===== config.mk =====
export PLATFORM = sky130hd
export DESIGN_NAME = seg_scroll_driver
export DESIGN_NICKNAME = d
export VERILOG_FILES = /design/src/rtl/seg_scroll_driver.sv
export SDC_FILE = /design/constraint.sdc
export NUM_CORES = 1
export LEC_CHECK = 0
export BUFFER_PORTS_ARGS = -buffer_cell sky130_fd_sc_hd__buf_2
export CAP_MARGIN = 40
export CORE_MARGIN = 10
export CORE_UTILIZATION = 30
export CTS_CLUSTER_SIZE = 28
export DETAILED_ROUTE_END_ITERATION = 6
export SYNTH_ARGS = -nofsm -noshare
export SYNTH_HDL_FRONTEND = slang
export SYNTH_SLANG_ARGS = --single-unit

===== constraint.sdc =====
create_clock -name Clk -period 13.7 [get_ports Clk]
set_input_delay 1.37 -clock Clk [delete_from_list [all_inputs] [get_ports Clk]]
set_output_delay 1.37 -clock Clk [all_outputs]
set_load 0.01 [all_outputs]

===== src/rtl/seg_scroll_driver.sv =====
// ============================================================================
// Module   : seg_scroll_driver
// Purpose  : 16-entry segment message buffer, 8-digit scan and left scroll.
// Revision : 1.0 - initial release
// ============================================================================
`default_nettype none

module seg_scroll_driver #(
   parameter int         FRAMES_PER_STEP = 64,
   parameter logic [7:0] BLANK_PAT       = 8'hFF
) (
   input  logic       Clk,
   input  logic       Reset,
   input  logic       Tick,
   input  logic       Wr_En,
   input  logic [3:0] Wr_Addr,
   input  logic [7:0] Wr_Data,
   input  logic [4:0] Msg_Len,
   input  logic       Start,
   input  logic       Stop,
   input  logic       Freeze,
   output logic [7:0] Anode,
   output logic [7:0] Display,
   output logic       Step,
   output logic       Wrap
);

   localparam logic [7:0] c_LAST_FRAME = 8'(FRAMES_PER_STEP - 1);

   typedef enum logic [1:0] {
      S_IDLE = 2'd0,
      S_RUN  = 2'd1,
      S_HOLD = 2'd2
   } state_t;

   state_t     r_state;
   logic [2:0] r_digit;
   logic [7:0] r_frame_cnt;
   logic [3:0] r_offset;
   logic [4:0] r_len;
   logic [3:0] r_base;
   logic [3:0] r_ptr;
   logic [7:0] r_anode;
   logic [7:0] r_display;
   logic       r_step;
   logic       r_wrap;
   logic [7:0] r_buf [16];

   logic       w_len_ok;
   logic [3:0] w_start_base;
   logic [3:0] w_off_inc;
   logic [3:0] w_base_inc;
   logic [3:0] w_ptr_dec;

   // 7 mod len by repeated conditional subtract; len is at least 1.
   function automatic logic [3:0] f_seven_mod(input logic [4:0] len);
      logic [4:0] v;
      v = 5'd7;
      for (int k = 0; k < 7; k++) begin
         if (v >= len) v = v - len;
      end
      return v[3:0];
   endfunction

   function automatic logic [3:0] f_inc(input logic [3:0] x, input logic [4:0] len);
      logic [4:0] s;
      s = {1'b0, x} + 5'd1;
      if (s >= len) s = s - len;
      return s[3:0];
   endfunction

   function automatic logic [3:0] f_dec(input logic [3:0] x, input logic [4:0] len);
      logic [4:0] s;
      s = (x == 4'd0) ? (len - 5'd1) : ({1'b0, x} - 5'd1);
      return s[3:0];
   endfunction

   assign w_len_ok     = (Msg_Len != 5'd0) && (Msg_Len <= 5'd16);
   assign w_start_base = f_seven_mod(Msg_Len);
   assign w_off_inc    = f_inc(r_offset, r_len);
   assign w_base_inc   = f_inc(r_base, r_len);
   assign w_ptr_dec    = f_dec(r_ptr, r_len);

   always_ff @(posedge Clk) begin
      if (Wr_En) r_buf[Wr_Addr] <= Wr_Data;
   end

   // r_base is the buffer index of digit 0 for the current offset; r_ptr
   // walks down from it as the scan moves toward the leftmost digit.
   always_ff @(posedge Clk) begin
      if (Reset) begin
         r_state     <= S_IDLE;
         r_digit     <= 3'd0;
         r_frame_cnt <= 8'd0;
         r_offset    <= 4'd0;
         r_len       <= 5'd0;
         r_base      <= 4'd0;
         r_ptr       <= 4'd0;
         r_anode     <= 8'hFF;
         r_display   <= BLANK_PAT;
         r_step      <= 1'b0;
         r_wrap      <= 1'b0;
      end else begin
         r_step <= 1'b0;
         r_wrap <= 1'b0;
         if (Stop) begin
            r_state     <= S_IDLE;
            r_digit     <= 3'd0;
            r_frame_cnt <= 8'd0;
            r_offset    <= 4'd0;
            r_len       <= 5'd0;
            r_base      <= 4'd0;
            r_ptr       <= 4'd0;
            r_anode     <= 8'hFF;
            r_display   <= BLANK_PAT;
         end else if (Start && w_len_ok) begin
            r_state     <= S_RUN;
            r_digit     <= 3'd0;
            r_frame_cnt <= 8'd0;
            r_offset    <= 4'd0;
            r_len       <= Msg_Len;
            r_base      <= w_start_base;
            r_ptr       <= w_start_base;
            r_anode     <= 8'hFF;
            r_display   <= BLANK_PAT;
         end else if (r_state != S_IDLE) begin
            r_state <= Freeze ? S_HOLD : S_RUN;
            if (Tick) begin
               r_anode   <= ~(8'h01 << r_digit);
               r_display <= r_buf[r_ptr];
               r_digit   <= r_digit + 3'd1;
               if (r_digit != 3'd7) begin
                  r_ptr <= w_ptr_dec;
               end else if (Freeze) begin
                  r_ptr <= r_base;
               end else if (r_frame_cnt == c_LAST_FRAME) begin
                  r_frame_cnt <= 8'd0;
                  r_offset    <= w_off_inc;
                  r_base      <= w_base_inc;
                  r_ptr       <= w_base_inc;
                  r_step      <= 1'b1;
                  r_wrap      <= (w_off_inc == 4'd0);
               end else begin
                  r_frame_cnt <= r_frame_cnt + 8'd1;
                  r_ptr       <= r_base;
               end
            end
         end
      end
   end

   assign Anode   = r_anode;
   assign Display = r_display;
   assign Step    = r_step;
   assign Wrap    = r_wrap;

endmodule

`default_nettype wire


==> results of run 1 <==
## cells by family (layout without fill, tap and decap cells)
group	count (synthesis)	count (layout)
and+or+nand+nor	214	214
DFF	176	176
AOI/OAI and AO/OA	143	143
adders and majority gates	59	59
muxes	53	53
buffers and inverters	53	115
xor gates and xnor gates	26	26
## worst min-delay path, cell delays in order, from the launching register on
cell and delay [ns]:
dfxtp_1 0.32, nand2_1 0.05, a21oi_1 0.05
## routing by layer
metal  wire length [um]  share of wire, %  track usage, %
met4                192              0.98           2.575
met3                826               4.2           2.386
met1               9166                47           13.48
met5                  0                 0               0
met2               9388                48           17.10
## worst paths after layout
kind | endpoint | cells past startpoint
setup / recovery | r_ptr[2] | 34
hold / removal | r_len[4] | 2
setup reg to reg | r_ptr[1] | 9
hold reg to reg | r_len[4] | 2
## through the flow
stage | hold WS (ns) | power (mW) | cells | utilization (%) | setup WS (ns)
after floorplan | 0.4363 | 1.255 | 724 | - | 4.239
after global placement | 0.4507 | 1.425 | 1138 | 32.66 | 3.726
after detailed placement | 0.4529 | 1.434 | 1144 | 32.82 | 3.495
after CTS | 0.4648 | 1.936 | 1176 | 34.90 | 3.948
after global routing | 0.4919 | 2.057 | 1176 | 34.90 | 3.175
final | 0.4600 | 1.928 | 1176 | 34.90 | 3.847
## Yosys cell counts, drive strengths merged, types with 9 or more instances
library cell,instances
ha,52
edfxtp,128
dfxtp,48
and3,11
xor2,10
nor3,20
nor2,48
inv,30
o21ai,35
a21oi,36
a21o,9
xnor2,16
mux4,40
clkbuf,14
buf,9
nand3,21
a31oi,9
nor2b,11
nand2b,10
nand2,63
## power breakdown
group	internal, mW	switching [mW]
combinational	0.363	0.463
clock	0.252	0.247
sequential	0.586	0.0168
total	1.20	0.727
## layout make-up
cell class | instances | area [sq um] | area share (%)
sequential | 176 | 4806 | 46.33
multi-input combinational | 495 | 4049 | 39.04
tap | 390 | 488.0 | 4.704
clock buffer | 17 | 425.4 | 4.101
timing repair buffer | 53 | 296.5 | 2.859
clock inverter | 15 | 195.2 | 1.882
inverter | 30 | 112.6 | 1.086
## sequential cells by signal, indices dropped and copies added (netlist names)
register	flops
r_digit	3
Step	1
r_offset	4
Anode	8
r_frame_cnt	8
r_base	4
Wrap	1
Display	8
r_buf	128
r_state	2
r_ptr	4
r_len	5
==> run_results.csv, run 1 <==
group,metric,value,unit
place,gp_congestion,0.8608,
synthesis,synthXorXnorAreaFrac,2.515,%
grt,grt_max_degree,39,
worst_setup_path,critPathTopFamily,"compound AO/OA/AOI/OAI gates",
route,routed_wl,19.57,mm
floorplan,start_util,30.47,%
worst_setup_path,r2r_slack,10.75,ns
synthesis,synthSimpleGateAreaFrac,11.54,%
sta,tightestPinTransition,0.8665,ns
grt,grt.total_usage,10.39,%
pwr,ir_worst_vdd,0.1038,mV
worst_setup_path,critPathLaunch,"Msg_Len[4]",
synthesis,synth-seq-cells,176,
sta,max-slew-margin-rel,41.96,%
grt,grt_pass1_wl,32.02,mm
status,status,"completed",
floorplan,die_y,193.7,um
clocking,cts.repair.resized,0,
synthesis,async_flop_share,0,%
grt,overflow,0,
route,drtIter0Drc,454,
clocking,cts-root-buf,"clkbuf_16",
synthesis,synth_mux_area_share,11.69,%
worst_setup_path,cpPeakStageDelay,0.46,ns
worst_setup_path,crit_fanout,11,
finish,final_layout_size_suffix_gt1_share,18.83,%
sta,fmax,0.1015,GHz
pwr,p_per_area,185.9,nW/um^2
grt,grt_pass1_vias,5848,
finish,layout_commonest_cell,"edfxtp_1",
grt,antenna_found_initial,0,
clocking,postCtsSetupBuffers,0,
finish,final_cell_mix,"128 x edfxtp_1, 63 x nand2_1, 52 x ha_1, 47 x dfxtp_1, 46 x nor2_1",
hold_path,worstHoldStart,"r_len[4]",
worst_setup_path,rr_startpoint,"r_base[0]",
synthesis,ys_types,65,
synthesis,synth_top_area_share,42.45,%
sta,final.period_utilization,71.92,%
synthesis,syn_area,9055,sq um
route,dr.pass1.iters,5,
finish,nFillCells,2870,
route,vias,5873,
route,ant_nets,0,
worst_setup_path,cp-start-kind,"input port",
place,port_buffers,41,
synthesis,synth_top_family_by_area,"multiplexers",
clocking,ctsHoldBuffers,0,
worst_setup_path,crit_buf_inv,2,
worst_setup_path,cp.required,14.00,ns
worst_setup_path,critPathArrivalTime,10.16,ns
clocking,clock_path_buffers,2,
floorplan,fp.coreArea,29720,sq um
synthesis,synth_top_area_cell,"edfxtp_1",
pwr,leakage,3.633,nW
worst_setup_path,critPathSlowestCell,"o21ai_2",
sta,setup_tns,0,ns
synthesis,synth_edf_count,128,
floorplan,io_pins,42,
synthesis,synthFlopType,"edfxtp_1",
clocking,htreeDepth,4,
synthesis,synthAdderAreaFrac,8.733,%
worst_setup_path,cp_common_cell,"ha_1",
floorplan,die_w,193.7,um
finish,diodes,0,
route,detail_route.wl_per_cell,16.64,um
sta,rsz0062_at_grt,"no",
worst_setup_path,cp-end-kind,"register",
sta,fin_crit,9.853,ns
floorplan,fp.dieArea,37530,sq um
run,maxCapViolations,0,
synthesis,synth_area_leaders,"edfxtp_1 42%, dfxtp_1 11%, mux4_2 9.9%, ha_1 7.2%, nand2_1 2.6%",
synthesis,ys_seq_area_share,53.06,%
synthesis,synth_compound_area_share,10.14,%
finish,nNetsFinal,856,
sta,clock_skew,0.01813,ns
clocking,clk_transition_reported_paths,0.08,ns
hold_path,hold_path.class,"register to register",
synthesis,syn_area_per_cell,12.51,sq um
place,hpwl,14.12,mm
clocking,cts_buffers,17,
synthesis,ys_warn_count,0,
sta,hold_violations,0,
sta,finalSetupViolations,0,
clocking,insertion_delay,0.44,ns
synthesis,syn_nets,807,
finish,area_growth,14.55,%
clocking,clock_sinks,176,
floorplan,num_rows,63,
sta,drv_slew,0,
route,drc,0,
route,vias_per_cell,4.994,
place,dpl_cell_area,9752,sq um
worst_setup_path,crit_type,"input port to register",
finish,final_area,10370,sq um
synthesis,syn_inst,724,
clocking,cts_tree,"done",
No activity file was read; power rests on OpenSTA's default activity.
==> inputs of run 2 (changes only) <==
Clock period 13.7 ns to 8.43 ns, I/O delays scaled along.
==> run_results.csv, run 2 (same netlist as run 1, synthesis figures left out) <==
group,metric,value,unit
floorplan,die_y,193.7,um
worst_setup_path,cpPeakStageDelay,0.38,ns
clocking,cts_tree,"done",
worst_setup_path,cp.required,8.73,ns
place,post-place-ws,-0.01406,ns
hold_path,min_path_cells,2,
route,vias,5965,
clocking,cts_buffers,17,
clocking,clock_path_buffers,2,
pwr,p_per_area,306.4,nW/um^2
sta,tightestPinTransition,0.8904,ns
worst_setup_path,critPathTopFamily,"compound AO/OA/AOI/OAI gates",
clocking,ctsHoldBuffers,0,
grt,grt.total_usage,10.70,%
worst_setup_path,crit_fanout,7,
worst_setup_path,critPathArrivalTime,8.23,ns
worst_setup_path,cp_common_cell,"ha_1",
sta,worst_slack,0.5072,ns
floorplan,fp.coreArea,29720,sq um
sta,drv_slew,0,
worst_setup_path,timing.rr.end,"r_ptr[1]",
worst_setup_path,cp-start-kind,"input port",
grt,grt_pass1_vias,6009,
clocking,insertion_delay,0.45,ns
sta,final.period_utilization,93.98,%
sta,finalSetupViolations,0,
hold_path,hold_end,"Display[7]",
worst_setup_path,worst-r2r-cell-count,9,
finish,final_cell_mix,"128 x edfxtp_1, 63 x nand2_1, 49 x ha_1, 47 x dfxtp_1, 46 x nor2_1",
route,drc,0,
place,port_buffers,41,
worst_setup_path,rr_startpoint,"r_base[0]",
worst_setup_path,r2r_slack,5.47,ns
place,gp_congestion,0.8262,
route,vias_per_cell,5.004,
floorplan,die_w,193.7,um
sta,setup_tns,0,ns
sta,fmax,0.1262,GHz
worst_setup_path,cp-end-kind,"register",
route,drtIter0Drc,348,
finish,fin_util,35.56,%
pwr,leakage,3.718,nW
floorplan,fp.dieArea,37530,sq um
route,dr.pass1.iters,5,
status,status,"completed",
place,hpwl,14.50,mm
run,maxCapViolations,0,
finish,final_layout_size_suffix_gt1_share,21.82,%
worst_setup_path,crit_buf_inv,2,
worst_setup_path,crit_type,"input port to register",
finish,largest_reg_flops,128,
hold_path,worstHoldStart,"Display[7]",
clocking,clock_sinks,176,
floorplan,num_rows,63,
grt,antenna_found_initial,0,
clocking,htreeDepth,4,
clocking,clk_transition_reported_paths,0.07,ns
sta,hold_violations,0,
grt,grt_max_degree,40,
route,ant_nets,0,
sta,max-slew-margin-rel,40.37,%
finish,top_register,"r_buf",
finish,diodes,0,
finish,nNetsFinal,872,
route,detail_route.wl_per_cell,16.72,um
clocking,cts-root-buf,"clkbuf_16",
route,routed_wl,19.93,mm
sta,fin_crit,7.923,ns
pwr,ir_worst_vdd,0.1375,mV
finish,area_growth,16.72,%
hold_path,hold_path.class,"register to register",
grt,grt_pass1_wl,32.73,mm
grt,overflow,0,
floorplan,start_util,30.47,%
finish,layout_commonest_cell,"edfxtp_1",
floorplan,io_pins,42,
sta,clock_skew,0.01459,ns
sta,rsz0062_at_grt,"no",
worst_setup_path,critPathSlowestCell,"mux2_2",
-- run 2: what timing repair did --
action	4_1_cts	5_1_grt
buffers inserted	0	3
gates resized for setup	0	5
endpoints found under the setup margin	0	6
-- run 2: where the power goes --
| part | internal [mW] | switching, mW | leakage [nW] |
|---|---|---|---|
| registers | 0.953 | 0.0219 | 1.55 |
| logic | 0.661 | 0.797 | 1.87 |
| clock network | 0.408 | 0.397 | 0.300 |
-- run 2: per-layer routing --
layer	global-route usage (%)	share of wire, %
met1	14.21	47
met2	17.09	48
met3	2.403	3.7
met4	3.033	1.4
met5	0	0
-- run 2: cell type report --
type,instances,area [sq um]
timing repair buffer,69,421.7
fill,2860,19150
tap,390,488.0
multi-input combinational,495,4115
clock inverter,15,196.4
sequential,176,4806
inverter,30,116.4
clock buffer,17,425.4
-- run 2: worst register-to-register path, stage by stage (launching register included) --
cell and delay [ns]:
dfxtp_1 0.50, ha_1 0.33, ha_1 0.33, nor2b_1 0.14, o21ai_1 0.11, a31oi_1 0.75, mux2i_1 0.31, nand2_1 0.10
a31oi_1 0.18, o31ai_1 0.09
-- run 2: how the worst max path moves through the flow --
stage | startpoint | endpoint | cells after the start
final | Msg_Len[4] | r_ptr[2] | 34
after global routing | Msg_Len[3] | r_ptr[2] | 41
after CTS | Msg_Len[3] | r_ptr[2] | 38
after detailed placement | Msg_Len[3] | r_ptr[2] | 38
after global placement | Msg_Len[3] | r_ptr[2] | 36
after floorplan | Msg_Len[4] | r_ptr[2] | 37
-- run 2: through the flow --
stage                     cell area (sq um)  power, mW  instances  hold slack, ns
after floorplan                        9112      2.057        724          0.4363
after global placement                 9872      2.395       1153          0.4478
after detailed placement               9893      2.415       1156          0.4498
after CTS                             10520      3.228       1188          0.4662
after global routing                  10570      3.453       1192          0.4920
final                                 10570      3.238       1192          0.4605
